**config.mk**
```make
export PLATFORM = sky130hd
export DESIGN_NAME = uk101_video_timing
export DESIGN_NICKNAME = d
export VERILOG_FILES = /design/src/rtl/uk101_video_pkg.sv /design/src/rtl/uk101_ce_div.sv /design/src/rtl/uk101_video_timing.sv
export SDC_FILE = /design/constraint.sdc
export NUM_CORES = 1
export LEC_CHECK = 0
export CAP_MARGIN = 20
export CELL_PAD_IN_SITES_DETAIL_PLACEMENT = 1
export CELL_PAD_IN_SITES_GLOBAL_PLACEMENT = 1
export CORE_UTILIZATION = 39
export DETAILED_ROUTE_END_ITERATION = 6
export GPL_TIMING_DRIVEN = 0
export HOLD_SLACK_MARGIN = 0.12
export PLACE_DENSITY = 0.87
export SLEW_MARGIN = 20
export SYNTH_ARGS = -nofsm -noshare
export SYNTH_HDL_FRONTEND = slang
export SYNTH_SLANG_ARGS = --single-unit
```
**constraint.sdc**
```tcl
create_clock -name clk_sys -period 4.3 [get_ports clk_sys]
set_clock_uncertainty 0.2 [all_clocks]
set_input_delay 0.645 -clock clk_sys [delete_from_list [all_inputs] [get_ports clk_sys]]
set_output_delay 0.645 -clock clk_sys [all_outputs]
set_load 0.02 [all_outputs]
```
**src/rtl/uk101_video_pkg.sv**
```systemverilog
// Shared timing defaults, mode encoding and small decode helpers for the UK101 video path.
// LINE_LENGTH is what video_mixer consumes; it tracks the default line total.
package uk101_video_pkg;

  typedef enum logic {
    MODE_64X32 = 1'b0,
    MODE_48X16 = 1'b1
  } video_mode_t;

  localparam int unsigned DEF_CE_DIV       = 32'd6;
  localparam int unsigned DEF_H_TOTAL      = 32'd528;
  localparam int unsigned DEF_H_ACT0       = 32'd512;
  localparam int unsigned DEF_H_ACT1       = 32'd384;
  localparam int unsigned DEF_H_SYNC_START = 32'd448;
  localparam int unsigned DEF_H_SYNC_LEN   = 32'd40;
  localparam int unsigned DEF_V_TOTAL      = 32'd312;
  localparam int unsigned DEF_V_ACT0       = 32'd256;
  localparam int unsigned DEF_V_ACT1       = 32'd256;
  localparam int unsigned DEF_V_SYNC_START = 32'd272;
  localparam int unsigned DEF_V_SYNC_LEN   = 32'd4;
  localparam bit          DEF_SYNC_POL     = 1'b0;
  localparam int unsigned LINE_LENGTH      = DEF_H_TOTAL;
  localparam int unsigned H_SYNC0_OFFSET   = 32'd4;

  // The window end is formed one bit wider so start+len never wraps.
  function automatic logic in_window(input logic [9:0] pos, input logic [9:0] start,
                                     input logic [9:0] len);
    logic [10:0] stop;
    stop = {1'b0, start} + {1'b0, len};
    return (pos >= start) && ({1'b0, pos} < stop);
  endfunction

  function automatic logic sync_level(input logic active, input logic pol);
    return active ? pol : ~pol;
  endfunction

endpackage

```
**src/rtl/uk101_ce_div.sv**
```systemverilog
// Free-running divide-by-DIV clock enable with a registered, one-cycle-wide output.
// Also used for the cassette/ACIA baud enable.
module uk101_ce_div #(
  parameter int unsigned DIV = 32'd6
) (
  input  logic clk,
  input  logic reset,
  output logic ce
);

  localparam int unsigned   CW       = (DIV > 32'd1) ? $clog2(DIV) : 32'd1;
  localparam logic [CW-1:0] CNT_LAST = CW'(DIV - 32'd1);
  localparam logic [CW-1:0] CNT_ONE  = CW'(32'd1);

  logic [CW-1:0] cnt_q, cnt_d;
  logic          ce_q, ce_d;

  // Next divider count and enable pulse.
  always_comb begin
    cnt_d = cnt_q;
    ce_d  = 1'b0;
    if (cnt_q == CNT_LAST) begin
      cnt_d = '0;
      ce_d  = 1'b1;
    end else begin
      cnt_d = cnt_q + CNT_ONE;
      ce_d  = 1'b0;
    end
  end

  // Divider state register.
  always_ff @(posedge clk) begin
    if (reset) begin
      cnt_q <= '0;
      ce_q  <= 1'b0;
    end else begin
      cnt_q <= cnt_d;
      ce_q  <= ce_d;
    end
  end

  assign ce = ce_q;

endmodule

```
**src/rtl/uk101_video_timing.sv**
```systemverilog
// Raster timing for the UK101 display: pixel enable, counters, blanking, syncs and mode latch.
// Flags are decoded from the next counter value so they line up with pix_x/pix_y.
module uk101_video_timing
  import uk101_video_pkg::*;
#(
  parameter int unsigned CE_DIV       = DEF_CE_DIV,
  parameter int unsigned H_TOTAL      = DEF_H_TOTAL,
  parameter int unsigned H_ACT0       = DEF_H_ACT0,
  parameter int unsigned H_ACT1       = DEF_H_ACT1,
  parameter int unsigned H_SYNC_START = DEF_H_SYNC_START,
  parameter int unsigned H_SYNC_LEN   = DEF_H_SYNC_LEN,
  parameter int unsigned V_TOTAL      = DEF_V_TOTAL,
  parameter int unsigned V_ACT0       = DEF_V_ACT0,
  parameter int unsigned V_ACT1       = DEF_V_ACT1,
  parameter int unsigned V_SYNC_START = DEF_V_SYNC_START,
  parameter int unsigned V_SYNC_LEN   = DEF_V_SYNC_LEN,
  parameter bit          SYNC_POL     = DEF_SYNC_POL
) (
  input  logic       clk_sys,
  input  logic       reset,
  input  logic       mode_sel,
  output logic       ce_pix,
  output logic       hsync,
  output logic       vsync,
  output logic       hblank,
  output logic       vblank,
  output logic [9:0] pix_x,
  output logic [8:0] pix_y,
  output logic       frame_start,
  output logic       mode_act
);

  if (CE_DIV < 32'd2) begin : g_bad_div
    $error("uk101_video_timing: CE_DIV must be at least 2");
  end
  if ((H_ACT0 > H_TOTAL) || (H_ACT1 > H_TOTAL) || (H_SYNC_START + H_SYNC_LEN > H_TOTAL)) begin : g_bad_h
    $error("uk101_video_timing: horizontal timing exceeds H_TOTAL");
  end
  if ((V_ACT0 > V_TOTAL) || (V_ACT1 > V_TOTAL) || (V_SYNC_START + V_SYNC_LEN > V_TOTAL)) begin : g_bad_v
    $error("uk101_video_timing: vertical timing exceeds V_TOTAL");
  end

  localparam logic [9:0] H_LAST  = 10'(H_TOTAL - 32'd1);
  localparam logic [8:0] V_LAST  = 9'(V_TOTAL - 32'd1);
  localparam logic [9:0] H_ACT0_W = 10'(H_ACT0);
  localparam logic [9:0] H_ACT1_W = 10'(H_ACT1);
  localparam logic [9:0] HS0_W    = 10'(H_ACT0 + H_SYNC0_OFFSET);
  localparam logic [9:0] HS1_W    = 10'(H_SYNC_START);
  localparam logic [9:0] HSL_W    = 10'(H_SYNC_LEN);
  localparam logic [9:0] V_ACT0_W = 10'(V_ACT0);
  localparam logic [9:0] V_ACT1_W = 10'(V_ACT1);
  localparam logic [9:0] VS_W     = 10'(V_SYNC_START);
  localparam logic [9:0] VSL_W    = 10'(V_SYNC_LEN);

  logic        ce_s;
  logic [9:0]  x_q, x_d;
  logic [8:0]  y_q, y_d;
  video_mode_t mode_q, mode_d;
  logic        hblank_q, hblank_d, vblank_q, vblank_d;
  logic        hsync_q, hsync_d, vsync_q, vsync_d;
  logic        fs_q, fs_d;
  logic        line_end, frame_wrap, wide_mode;

  uk101_ce_div #(.DIV(CE_DIV)) u_ce_div (
    .clk   (clk_sys),
    .reset (reset),
    .ce    (ce_s)
  );

  // Counter advance and flag decode; everything holds between pixel enables.
  always_comb begin
    x_d        = x_q;
    y_d        = y_q;
    mode_d     = mode_q;
    hblank_d   = hblank_q;
    vblank_d   = vblank_q;
    hsync_d    = hsync_q;
    vsync_d    = vsync_q;
    fs_d       = fs_q;
    line_end   = (x_q == H_LAST);
    frame_wrap = line_end && (y_q == V_LAST);
    wide_mode  = 1'b0;
    if (ce_s) begin
      if (line_end) begin
        x_d = 10'd0;
        y_d = (y_q == V_LAST) ? 9'd0 : (y_q + 9'd1);
      end else begin
        x_d = x_q + 10'd1;
        y_d = y_q;
      end
      mode_d    = frame_wrap ? video_mode_t'(mode_sel) : mode_q;
      fs_d      = frame_wrap;
      wide_mode = (mode_d == MODE_48X16);
      hblank_d  = x_d >= (wide_mode ? H_ACT1_W : H_ACT0_W);
      vblank_d  = {1'b0, y_d} >= (wide_mode ? V_ACT1_W : V_ACT0_W);
      hsync_d   = sync_level(in_window(x_d, wide_mode ? HS1_W : HS0_W, HSL_W), SYNC_POL);
      vsync_d   = sync_level(in_window({1'b0, y_d}, VS_W, VSL_W), SYNC_POL);
    end else begin
      fs_d = fs_q;
    end
  end

  // Raster state register; reset overrides any coincident pixel enable.
  always_ff @(posedge clk_sys) begin
    if (reset) begin
      x_q      <= 10'd0;
      y_q      <= 9'd0;
      mode_q   <= MODE_64X32;
      hblank_q <= 1'b0;
      vblank_q <= 1'b0;
      hsync_q  <= ~SYNC_POL;
      vsync_q  <= ~SYNC_POL;
      fs_q     <= 1'b0;
    end else begin
      x_q      <= x_d;
      y_q      <= y_d;
      mode_q   <= mode_d;
      hblank_q <= hblank_d;
      vblank_q <= vblank_d;
      hsync_q  <= hsync_d;
      vsync_q  <= vsync_d;
      fs_q     <= fs_d;
    end
  end

  assign ce_pix      = ce_s;
  assign pix_x       = x_q;
  assign pix_y       = y_q;
  assign hblank      = hblank_q;
  assign vblank      = vblank_q;
  assign hsync       = hsync_q;
  assign vsync       = vsync_q;
  assign frame_start = fs_q;
  assign mode_act    = mode_q;

endmodule

```
After elaboration in Yosys (flattened, before gate mapping)
Cells that the tools add are included.

$mul: 0. $add $sub $neg: 4. Reduce and logical (&&, ||, !) cells: 4. Shifts and indexed selects: 0. Bitwise logic cells: 0. Eq/ne operators: 3. Order comparisons: 6. Multiplexer cells: 11. Divide/modulo/power cells: 0.

Operators with widths (number): two-way mux 10 bit (4); two-way mux 9 bit (3); greater-or-equal comparator 10 bit (2); greater-or-equal comparator 9 bit, second input constant (2); adder 10 x 6 -> 11 bit, second input constant (1); < comparator 10 x 11 -> 1 bit (1); adder 10 x 1 -> 10 bit, second input constant (1); == test 10 bit, second input constant (1); adder 9 x 1 -> 9 bit, second input constant (1); == test 9 bit, second input constant (1); < comparator 9 bit, second input constant (1); two-way mux 1 bit (4); adder 3 x 1 -> 3 bit, second input constant (1); == test 3 bit, second input constant (1); logical AND 1 bit (3); OR reduction 2 bit (1).

Register bits after elaboration: 29. Word-level logic and storage cells: 38. Memory bits (writable): 0. Bits of input ports: 3. Output and inout port bits: 26. Latch bits: 0. Memories: 0. ROM bits: 0.

Longest topological paths before layout
Gate-level depths: netlist (run 1).

Word-level depth: 8. Depth in mapped cells: 13. Depth with buffers taken out: 11.

Hierarchy
From an unflattened synthesis (run 1), not the netlist that was laid out.

Cell total of the unflattened synthesis: 237. Area, all modules: 1898.1 µm².

By module, submodules not included: uk101_video_timing (area each 1742.9 µm², instances 1, cells an instance 222, seq. area each 480.5 µm²); uk101_ce_div (area each 155.1 µm², instances 1, cells an instance 15, seq. area each 80.1 µm²).

Worst setup path before layout (run 1)
No wires, ideal clock.

Path type: reg2reg. Start point: register x_q[9], in the netlist pix_x[9]. End point: register hblank_q, in the netlist hblank. Setup time: 0.078 ns. Path buffers: 1. Slack: 1.017 ns. Period minus slack after synthesis: 3.283 ns. Arrival: 3.005 ns. Required time: 4.022 ns. Stages on the path, launching flop included: 12. Cell sequence: dfxtp_1 -> or4b_4 -> nor4_4 -> and2_0 -> buf_2 -> mux2i_1 -> inv_1 -> ha_1 -> and3_1 -> nand2_1 -> o311a_1 -> nor3_1.

Word-level cells in the longest chain between the ends: 5. Elaborated cells on any way between the ends: 8. Classes of those cells: add/sub: 1; order compare: 1; eq/ne: 1; mux: 4; reduce/logical: 1.

RTL lines: start, declared (RTL line uk101_video_timing.sv:56) `logic [9:0] x_q, x_d;`; start signal, assigned (RTL line uk101_video_timing.sv:106) `x_q <= 10'd0;`; start signal, assigned (RTL line uk101_video_timing.sv:115) `x_q <= x_d;`; parallel branches: the longest is 4 deep, another holds adder 10 x 1 -> 10 bit; greater-or-equal comparator 10 bit (*) (RTL line uk101_video_timing.sv:94) `hblank_d = x_d >= (wide_mode ? H_ACT1_W : H_ACT0_W);`; end signal, assigned (RTL line uk101_video_timing.sv:118) `hblank_q <= hblank_d;`; end, declared (RTL line uk101_video_timing.sv:59) `logic hblank_q, hblank_d, vblank_q, vblank_d;`.

Mark *: on every way between the ends. The select of a mux whose other input is x is not followed. A chain may end at the register's enable or synchronous reset.

Worst setup path after layout (run 1)
Start point: register x_q[0], in the netlist pix_x[0]. End point: register hblank_q, in the netlist hblank.

Same word-level chain as after synthesis.

==> results.ini, run 1 <==
[route]
routed_wl_um=5090
dr.pass1.iters=4
wl_per_cell_um=16.0
drc=0
vias=1814
via_per_inst=5.70
drt-initial-drc-count=87
final_antenna_net_count=0

[sta]
setup_viol=0
tightest_slew_ns=0.580
min_period_over_period_pct=88.0
hold_violations=0
slew-limit-headroom_pct=61.3
period_minus_slack_ns=3.79
rsz0062_at_grt=false
max_freq_ghz=0.264
slew_violations=0
timing.setup.tns_ns=0

[synthesis]
synth_area_leaders=dfxtp_1, ha_1, a21oi_1
synth.avg_cell_area_um2=7.70
synthAdderAreaFrac_pct=6.36
netlist_area_um2=1770
synth.area.mux_share_pct=1.70
synth_xor_area_share_pct=5.44
synth_cell_types=46
synth_top_area_cell=dfxtp_1
ys_ff_latch=29
synthFlopType=dfxtp_1
synth_top_family_by_area=simple AND/OR/NAND/NOR gates
synth-simple-area-share_pct=34.2
yosys_warnings=0
synth_top_area_share_pct=32.8
syn-num-nets=242
ys_seq_area_share_pct=32.8
async_flop_share_pct=0
synthCells=230
synth_edf_count=0
synth_compound_area_share_pct=14.7

[cts]
cts_hold_buf=0
cts_sinks=29
clockBufferDepth=2
cts_root_buf=clkbuf_8
clk_latency_ns=0.29
clk_pin_slew_ns=0.07
h-tree-depth=2
cts_setup_buffers=0
cts.repair.resized=0
cts_tree=yes
cts_made_buffers=5

[floorplanning]
core_area_um2=4350
design.die.area_um2=4810
die_y_um=69.4
fp-row-count=24
initial_utilization_pct=40.7
num_io_pins=29
fp.dieW_um=69.4

[critical_path]
cp.required_ns=4.32
critical_path_class=reg -> reg
critPathTopFamily=simple AND/OR/NAND/NOR gates
r2r_start=pix_x[0]
cp_data_arrival_time_ns=3.80
max_stage_delay_ns=0.50
worstPathCellList=ha_1 > nand3_1 > nor4_4 > and2_0 > buf_2 > mux2i_1 > inv_1 > ha_1 > and3_1 > nand2_1 > o311a_1 > nor3_1
crit_path_start_kind=flop
critical_path.most_common_cell=ha_1
crit_start=pix_x[0]
path_buf_inv=2
critPathSlowestCell=nor4_4
end_kind=flop
path_max_fanout=10

[power_and_ir_drop]
vdd_drop_max_uv=169
p_per_area_nw_per_um2=248
power_uw=551
power_leakage_uw=0.000788

[final_layout]
synthToLayoutAreaGrowth_pct=25.2
fillers=552
num_antenna_cells=0
drive_above_1_share_pct=4.89
nets=277
multi_input_area_um2=1100
seq_area_um2=581

[run_status]
status=finished, final reports clean

[grt]
track_usage_pct=21.9
grt_pass1_vias=1671
grt_max_degree=11
overflow=0
antenna_found_initial=0
grt_pass1_wl_um=8320

[place]
hpwl_um=3680
portBuffers=28
gp_congestion=0.838

[min_path]
min_from=u_ce_div.cnt_q[0]
hp-class=reg -> reg

[run]
maxCapViolations=0

-- power breakdown --
part	switching, µW	internal, µW	leakage (µW)	total, µW
Clock	116	145	0.0000542	261
Combinational	10.8	5.86	0.000500	16.7
Sequential	1.85	271	0.000234	273
Total	129	422	0.000788	551
-- sequential cells by signal, indices dropped and copies added, names as in the netlist --
name            count
pix_x              10
pix_y               9
u_ce_div.cnt_q      3
frame_start         1
hblank              1
hsync               1
mode_act            1
u_ce_div.ce         1
vblank              1
vsync               1
-- cell families (layout without fill, tap and decap cells) --
group | after synthesis | after routing
buffers and inverters | 22 | 58
adder cells (fa/ha/maj) | 9 | 9
flip-flops | 29 | 29
AND/OR/NAND/NOR | 112 | 112
multiplexers | 3 | 3
AO/OA/AOI/OAI | 44 | 44
XOR/XNOR | 11 | 11
-- synth_stat cells, drive strengths merged (4+ instances only) --
library cell and number:
clkbuf 13, a21oi 21, xnor2 4, nand3 14
ha 9, inv 6, or3 5, and3 4
dfxtp 29, nor3 10, nor2 22, and4 4
o21ai 10, and2 4, nand2 27, xor2 7
-- per-stage QoR --
step / hold WS [ns] / worst slack, ns / utilization (%) / cells / cell area (µm²)
floorplan: 0.221 / 1.02 / - / 230 / 1770
global placement: 0.236 / 0.659 / 48.6 / 310 / 2120
detailed placement: 0.246 / 0.594 / 48.6 / 310 / 2120
CTS: 0.262 / 0.541 / 50.9 / 318 / 2220
global route: 0.290 / 0.241 / 50.9 / 318 / 2220
finish: 0.254 / 0.515 / 50.9 / 318 / 2220
-- cells in the final DEF, fill, tap and decap left out, types with 2 or more instances in the layout --
cell type,count
nor2_1,22
ha_1,9
nand2_1,26
a21oi_1,21
nand4_1,3
nand2b_1,2
clkdlybuf4s50_1,28
and2_1,3
nor3b_1,3
xnor2_1,4
xor2_1,7
and3_1,4
nand3_1,14
mux2i_1,3
clkbuf_8,7
o21ai_0,10
nand3b_1,3
nor2b_1,2
or3_1,5
clkbuf_1,13
and4_1,4
dfxtp_1,29
o2111ai_1,2
nor3_1,10
buf_2,2
inv_1,6
nand4b_1,2
-- path summary, 6_finish.rpt --
| path | end | slack [ns] | depth (start not counted) |
|---|---|---|---|
| setup / recovery | hblank | 0.51 | 12 |
| hold / removal | u_ce_div.cnt_q[0] | 0.25 | 1 |
| setup reg to reg | hblank | 0.51 | 12 |
| hold reg to reg | u_ce_div.cnt_q[0] | 0.25 | 1 |
-- routing by layer --
layer	vias up	global-route usage, %	wire, µm
met1	885	30.4	2420
met4	0	6.80	62
met3	6	4.80	220
met5	-	0	0
met2	38	33.8	2390
li1	885	-	-
-- area by class of cell --
type	instances	share of cell area, %
Multi-Input combinational cell	179	49.8
Timing Repair Buffer	28	12.6
Clock inverter	1	0.226
Buffer	16	2.82
Tap cell	52	2.93
Clock buffer	7	4.35
Inverter	6	1.02
Sequential cell	29	26.2
No activity file was read; power rests on OpenSTA's default activity.
==> inputs of run 2 (changes only) <==
--- a/config.mk
+++ b/config.mk
@@ -8,11 +8,12 @@
 export CAP_MARGIN = 20
 export CELL_PAD_IN_SITES_DETAIL_PLACEMENT = 1
 export CELL_PAD_IN_SITES_GLOBAL_PLACEMENT = 1
-export CORE_UTILIZATION = 39
+export CORE_UTILIZATION = 45
 export DETAILED_ROUTE_END_ITERATION = 6
+export DONT_BUFFER_PORTS = 1
 export GPL_TIMING_DRIVEN = 0
 export HOLD_SLACK_MARGIN = 0.12
-export PLACE_DENSITY = 0.87
+export PLACE_DENSITY = 0.84
 export SLEW_MARGIN = 20
 export SYNTH_ARGS = -nofsm -noshare
 export SYNTH_HDL_FRONTEND = slang
==> run 2 against run 1 <==
Worst setup slack got worse by 0.17 ns. Wire length decreased by 3.3%. Count of clock-buffer cells in the layout shrank 1. Utilization increased by 1.6 points. Hold slack lost 0.00075 ns. Final cell count down 10%. Global-route usage grew 3.6 points. Combinational power decreased by 22%. Sequential power barely moved. Sequential share of layout area increased by 3.6 points. Critical path type unchanged. Largest power group is now clock.
==> results.ini, run 2 (synthesis results as in run 1) <==
[grt]
grt_pass1_vias=1702
antenna_found_initial=0
overflow=0
grt_max_degree=11
track_usage_pct=25.5
grt_pass1_wl_um=8140

[place]
gp_congestion=0.799
portBuffers=0
hpwl_um=3490
placed_cells=278

[route]
dr.pass1.iters=4
vias=1720
final_antenna_net_count=0
wl_per_cell_um=17.2
drt-initial-drc-count=99
drc=0
routed_wl_um=4920
via_per_inst=6.01

[sta]
max_freq_ghz=0.253
period_minus_slack_ns=3.95
slew-limit-headroom_pct=61.2
rsz0062_at_grt=false
timing.setup.tns_ns=0
hold_violations=0
min_period_over_period_pct=91.9
setup_viol=0
tightest_slew_ns=0.578
slew_violations=0

[critical_path]
r2r_end=hblank
reg2regPathDepth=12
path_max_fanout=10
end_kind=flop
r2r_slack_ns=0.35
cp.required_ns=4.31
critical_path_class=reg -> reg
crit_path_start_kind=flop
r2r_start=pix_x[0]
cp_data_arrival_time_ns=3.96

[cts]
cts_made_buffers=5
cts_setup_buffers=0
cts.repair.resized=0
cts_root_buf=clkbuf_8
clk_latency_ns=0.29
clockBufferDepth=2
cts_sinks=29
clk_pin_slew_ns=0.07
cts_tree=yes
h-tree-depth=2
cts_hold_buf=0

[floorplanning]
core_area_um2=3720
num_io_pins=29
fp-row-count=22
initial_utilization_pct=47.6
fp.dieW_um=64.7
die_y_um=64.7
design.die.area_um2=4190

[final_layout]
largest_reg_flops=10
finalNonFillerCells=286
final_common_cell=dfxtp_1
drive_above_1_share_pct=5.46
layout_common_cells=dfxtp_1, nand2_1, nor2_1, a21oi_1, nand3_1
nets=249
synthToLayoutAreaGrowth_pct=10.2
num_antenna_cells=0

[min_path]
hp-class=reg -> reg
hold_path_end=u_ce_div.cnt_q[0]
min_from=u_ce_div.cnt_q[0]
hold_path_depth=1

[power_and_ir_drop]
p_per_area_nw_per_um2=303
vdd_drop_max_uv=205
power_leakage_uw=0.000694
power_uw=591

[run_status]
status=finished, final reports clean

[run]
maxCapViolations=0

## run 2: cell count changes in the layout (fill, tap and decap cells not counted), sizes merged
cell           delta
clkbuf            -1
clkinv            -1
bufinv            +1
clkdlybuf4s50    -28
clkinvlp          +1
## run 2: worst max-delay path, stage by stage (launching register included)
cell and delay (ns):
dfxtp_1 0.60, ha_1 0.33, nand3_1 0.23, nor4_4 0.50
and2_0 0.21, buf_2 0.19, mux2i_1 0.47, inv_1 0.12
ha_1 0.32, and3_1 0.18, nand2_1 0.06, o311a_1 0.30
nor3_1 0.15
## run 2: worst max-delay path by stage
stage                        start     end  slack, ns  cells after the start
after floorplan           pix_x[9]  hblank       1.02                     11
after CTS                 pix_x[0]  hblank       0.36                     12
after detailed placement  pix_x[0]  hblank       0.49                     12
after global routing      pix_x[0]  hblank       0.10                     12
after global placement    pix_x[0]  hblank       0.54                     12
final                     pix_x[0]  hblank       0.35                     12
## run 2: where the power goes
part,internal [µW],switching [µW],total [µW]
sequential,271,2.31,274
clock,188,116,305
combinational,3.77,9.34,13.1
total,463,128,591
## run 2: layout make-up
class | instances | area (µm²)
buffer | 16 | 62.6
clock buffer | 6 | 82.6
clock inverter | 2 | 37.5
fill | 486 | 1770
inverter | 6 | 22.5
multi-input combinational | 179 | 1100
sequential | 29 | 581
tap | 48 | 60.1
## run 2: metrics by stage
stage	utilization [%]	instance area (µm²)	hold slack, ns	setup WS, ns
after global routing	52.5	1950	0.287	0.103
after CTS	52.5	1950	0.263	0.360
final	52.5	1950	0.253	0.346
after detailed placement	49.3	1830	0.247	0.487
after global placement	49.3	1830	0.236	0.544
after floorplan	-	1770	0.221	1.02
## run 2: metal layers
layer,track usage [%],part of all wire [%]
met1,32.3,48
met2,41.1,45
met3,7.39,4.8
met4,8.33,1.7
met5,0,0
==> inputs of run 3 (changes only) <==
--- a/config.mk
+++ b/config.mk
@@ -8,12 +8,13 @@
 export CAP_MARGIN = 20
 export CELL_PAD_IN_SITES_DETAIL_PLACEMENT = 1
 export CELL_PAD_IN_SITES_GLOBAL_PLACEMENT = 1
-export CORE_UTILIZATION = 45
+export CORE_MARGIN = 3
+export CORE_UTILIZATION = 40
 export DETAILED_ROUTE_END_ITERATION = 6
 export DONT_BUFFER_PORTS = 1
 export GPL_TIMING_DRIVEN = 0
 export HOLD_SLACK_MARGIN = 0.12
-export PLACE_DENSITY = 0.84
+export PLACE_DENSITY = 0.77
 export SLEW_MARGIN = 20
 export SYNTH_ARGS = -nofsm -noshare
 export SYNTH_HDL_FRONTEND = slang
==> constraint.sdc (replaced) <==
create_clock -name clk_sys -period 4.35 [get_ports clk_sys]
set_clock_uncertainty 0.2 [all_clocks]
set_input_delay 0.6525 -clock clk_sys [delete_from_list [all_inputs] [get_ports clk_sys]]
set_output_delay 0.6525 -clock clk_sys [all_outputs]
set_load 0.02 [all_outputs]
==> run 3 against run 2 <==
Global-route usage shrank 6.3 points. Final cell count grew 0.70%. Combinational power is essentially flat. Cell area shrank 1.6%. Register-to-register slack gained 0.18 ns. Non-clock buffer count is the same. Largest power group is now sequential cells. Highest routed layer unchanged.
==> results.ini, run 3 (synthesis results as in run 1) <==
[run_status]
status=finished, final reports clean

[critical_path]
r2r_end=hblank
path_max_fanout=10
cp.required_ns=4.36
r2r_slack_ns=0.52
reg2regPathDepth=12
r2r_start=pix_x[0]
cp_data_arrival_time_ns=3.83
end_kind=flop
critical_path_class=reg -> reg
crit_path_start_kind=flop

[power_and_ir_drop]
p_per_area_nw_per_um2=264
power_uw=507
power_leakage_uw=0.000680
vdd_drop_max_uv=153

[cts]
cts.repair.resized=0
cts_setup_buffers=0
clk_pin_slew_ns=0.06
clk_latency_ns=0.28
cts_hold_buf=0
clockBufferDepth=2
h-tree-depth=2
cts_made_buffers=5
cts_tree=yes
cts_root_buf=clkbuf_8
cts_sinks=29

[final_layout]
layout_common_cells=dfxtp_1, nand2_1, nor2_1, a21oi_1, nand3_1
fillers=537
drive_above_1_share_pct=5.46
synthToLayoutAreaGrowth_pct=8.41
nets=249
largest_reg_flops=10
seq_area_um2=581
final_common_cell=dfxtp_1
num_antenna_cells=0
multi_input_area_um2=1100
utilization_pct=46.3
finalNonFillerCells=288

[route]
drc=0
dr.pass1.iters=4
drt-initial-drc-count=71
routed_wl_um=4670
via_per_inst=5.79
wl_per_cell_um=16.2
final_antenna_net_count=0
vias=1668

[sta]
max_freq_ghz=0.261
hold_violations=0
tightest_slew_ns=0.589
slew-limit-headroom_pct=60.5
slew_violations=0
min_period_over_period_pct=87.9
rsz0062_at_grt=false
setup_viol=0
hold_slack_ns=0.252
timing.setup.tns_ns=0
period_minus_slack_ns=3.83

[grt]
overflow=0
antenna_found_initial=0
grt_pass1_wl_um=8050
grt_pass1_vias=1634
track_usage_pct=19.3
grt_max_degree=11

[floorplanning]
core_area_um2=4140
initial_utilization_pct=42.7
fp.dieW_um=72.5
num_io_pins=29
fp-row-count=23
design.die.area_um2=5260
die_y_um=72.5

[run]
maxCapViolations=0

[place]
hpwl_um=3490
placed_cells=280
portBuffers=0
gp_congestion=0.860

[min_path]
hold_path_end=u_ce_div.cnt_q[0]
hp-class=reg -> reg
hold_path_depth=1
min_from=u_ce_div.cnt_q[0]

run 3: cell count changes in the layout (fill, tap and decap cells not counted):
cell | previous run | this run
clkinv_2 | 0 | 2
bufinv_16 | 1 | 0
clkbuf_8 | 6 | 5
run 3: per-stage QoR:
stage                     worst slack (ns)  area (µm²)
after floorplan                       1.07        1770
after global placement               0.564        1830
after detailed placement             0.541        1830
after CTS                            0.521        1920
after global routing                 0.154        1920
final                                0.524        1920
run 3: per-layer routing:
| layer | vias to the layer above | routed length, µm | global-route usage, % | share of wire [%] |
|---|---|---|---|---|
| met5 | - | 0 | 0 | 0 |
| li1 | 829 | - | - | - |
| met4 | 0 | 48 | 5.12 | 1.0 |
| met3 | 5 | 267 | 5.82 | 5.7 |
| met1 | 795 | 2290 | 26.8 | 49 |
| met2 | 39 | 2070 | 28.9 | 44 |
run 3: area by class of cell:
class	count	area share (%)
Buffer	16	3.26
Clock inverter	3	0.913
Multi-Input combinational cell	179	57.6
Tap cell	50	3.26
Inverter	6	1.17
Clock buffer	5	3.59
Sequential cell	29	30.2
run 3: worst max path at each step:
stage                     depth (start not counted)  slack, ns      from     end
after floorplan                                  11       1.07  pix_x[9]  hblank
after global placement                           12       0.56  pix_x[0]  hblank
after detailed placement                         12       0.54  pix_x[0]  hblank
after CTS                                        12       0.52  pix_x[0]  hblank
after global routing                             12       0.15  pix_x[0]  hblank
final                                            12       0.52  pix_x[0]  hblank
run 3: critical path: stages, from the launching register on:
cell and delay, ns:
dfxtp_1 0.61, ha_1 0.33, nand3_1 0.25, nor4_4 0.51, and2_0 0.20, buf_2 0.18
mux2i_1 0.41, inv_1 0.09, ha_1 0.29, and3_1 0.17, nand2_1 0.06, o311a_1 0.30
nor3_1 0.15
run 3: report_power, final:
part,total [µW],internal [µW],switching (µW)
combinational,12.8,3.61,9.17
sequential,270,268,2.26
clock,223,110,113
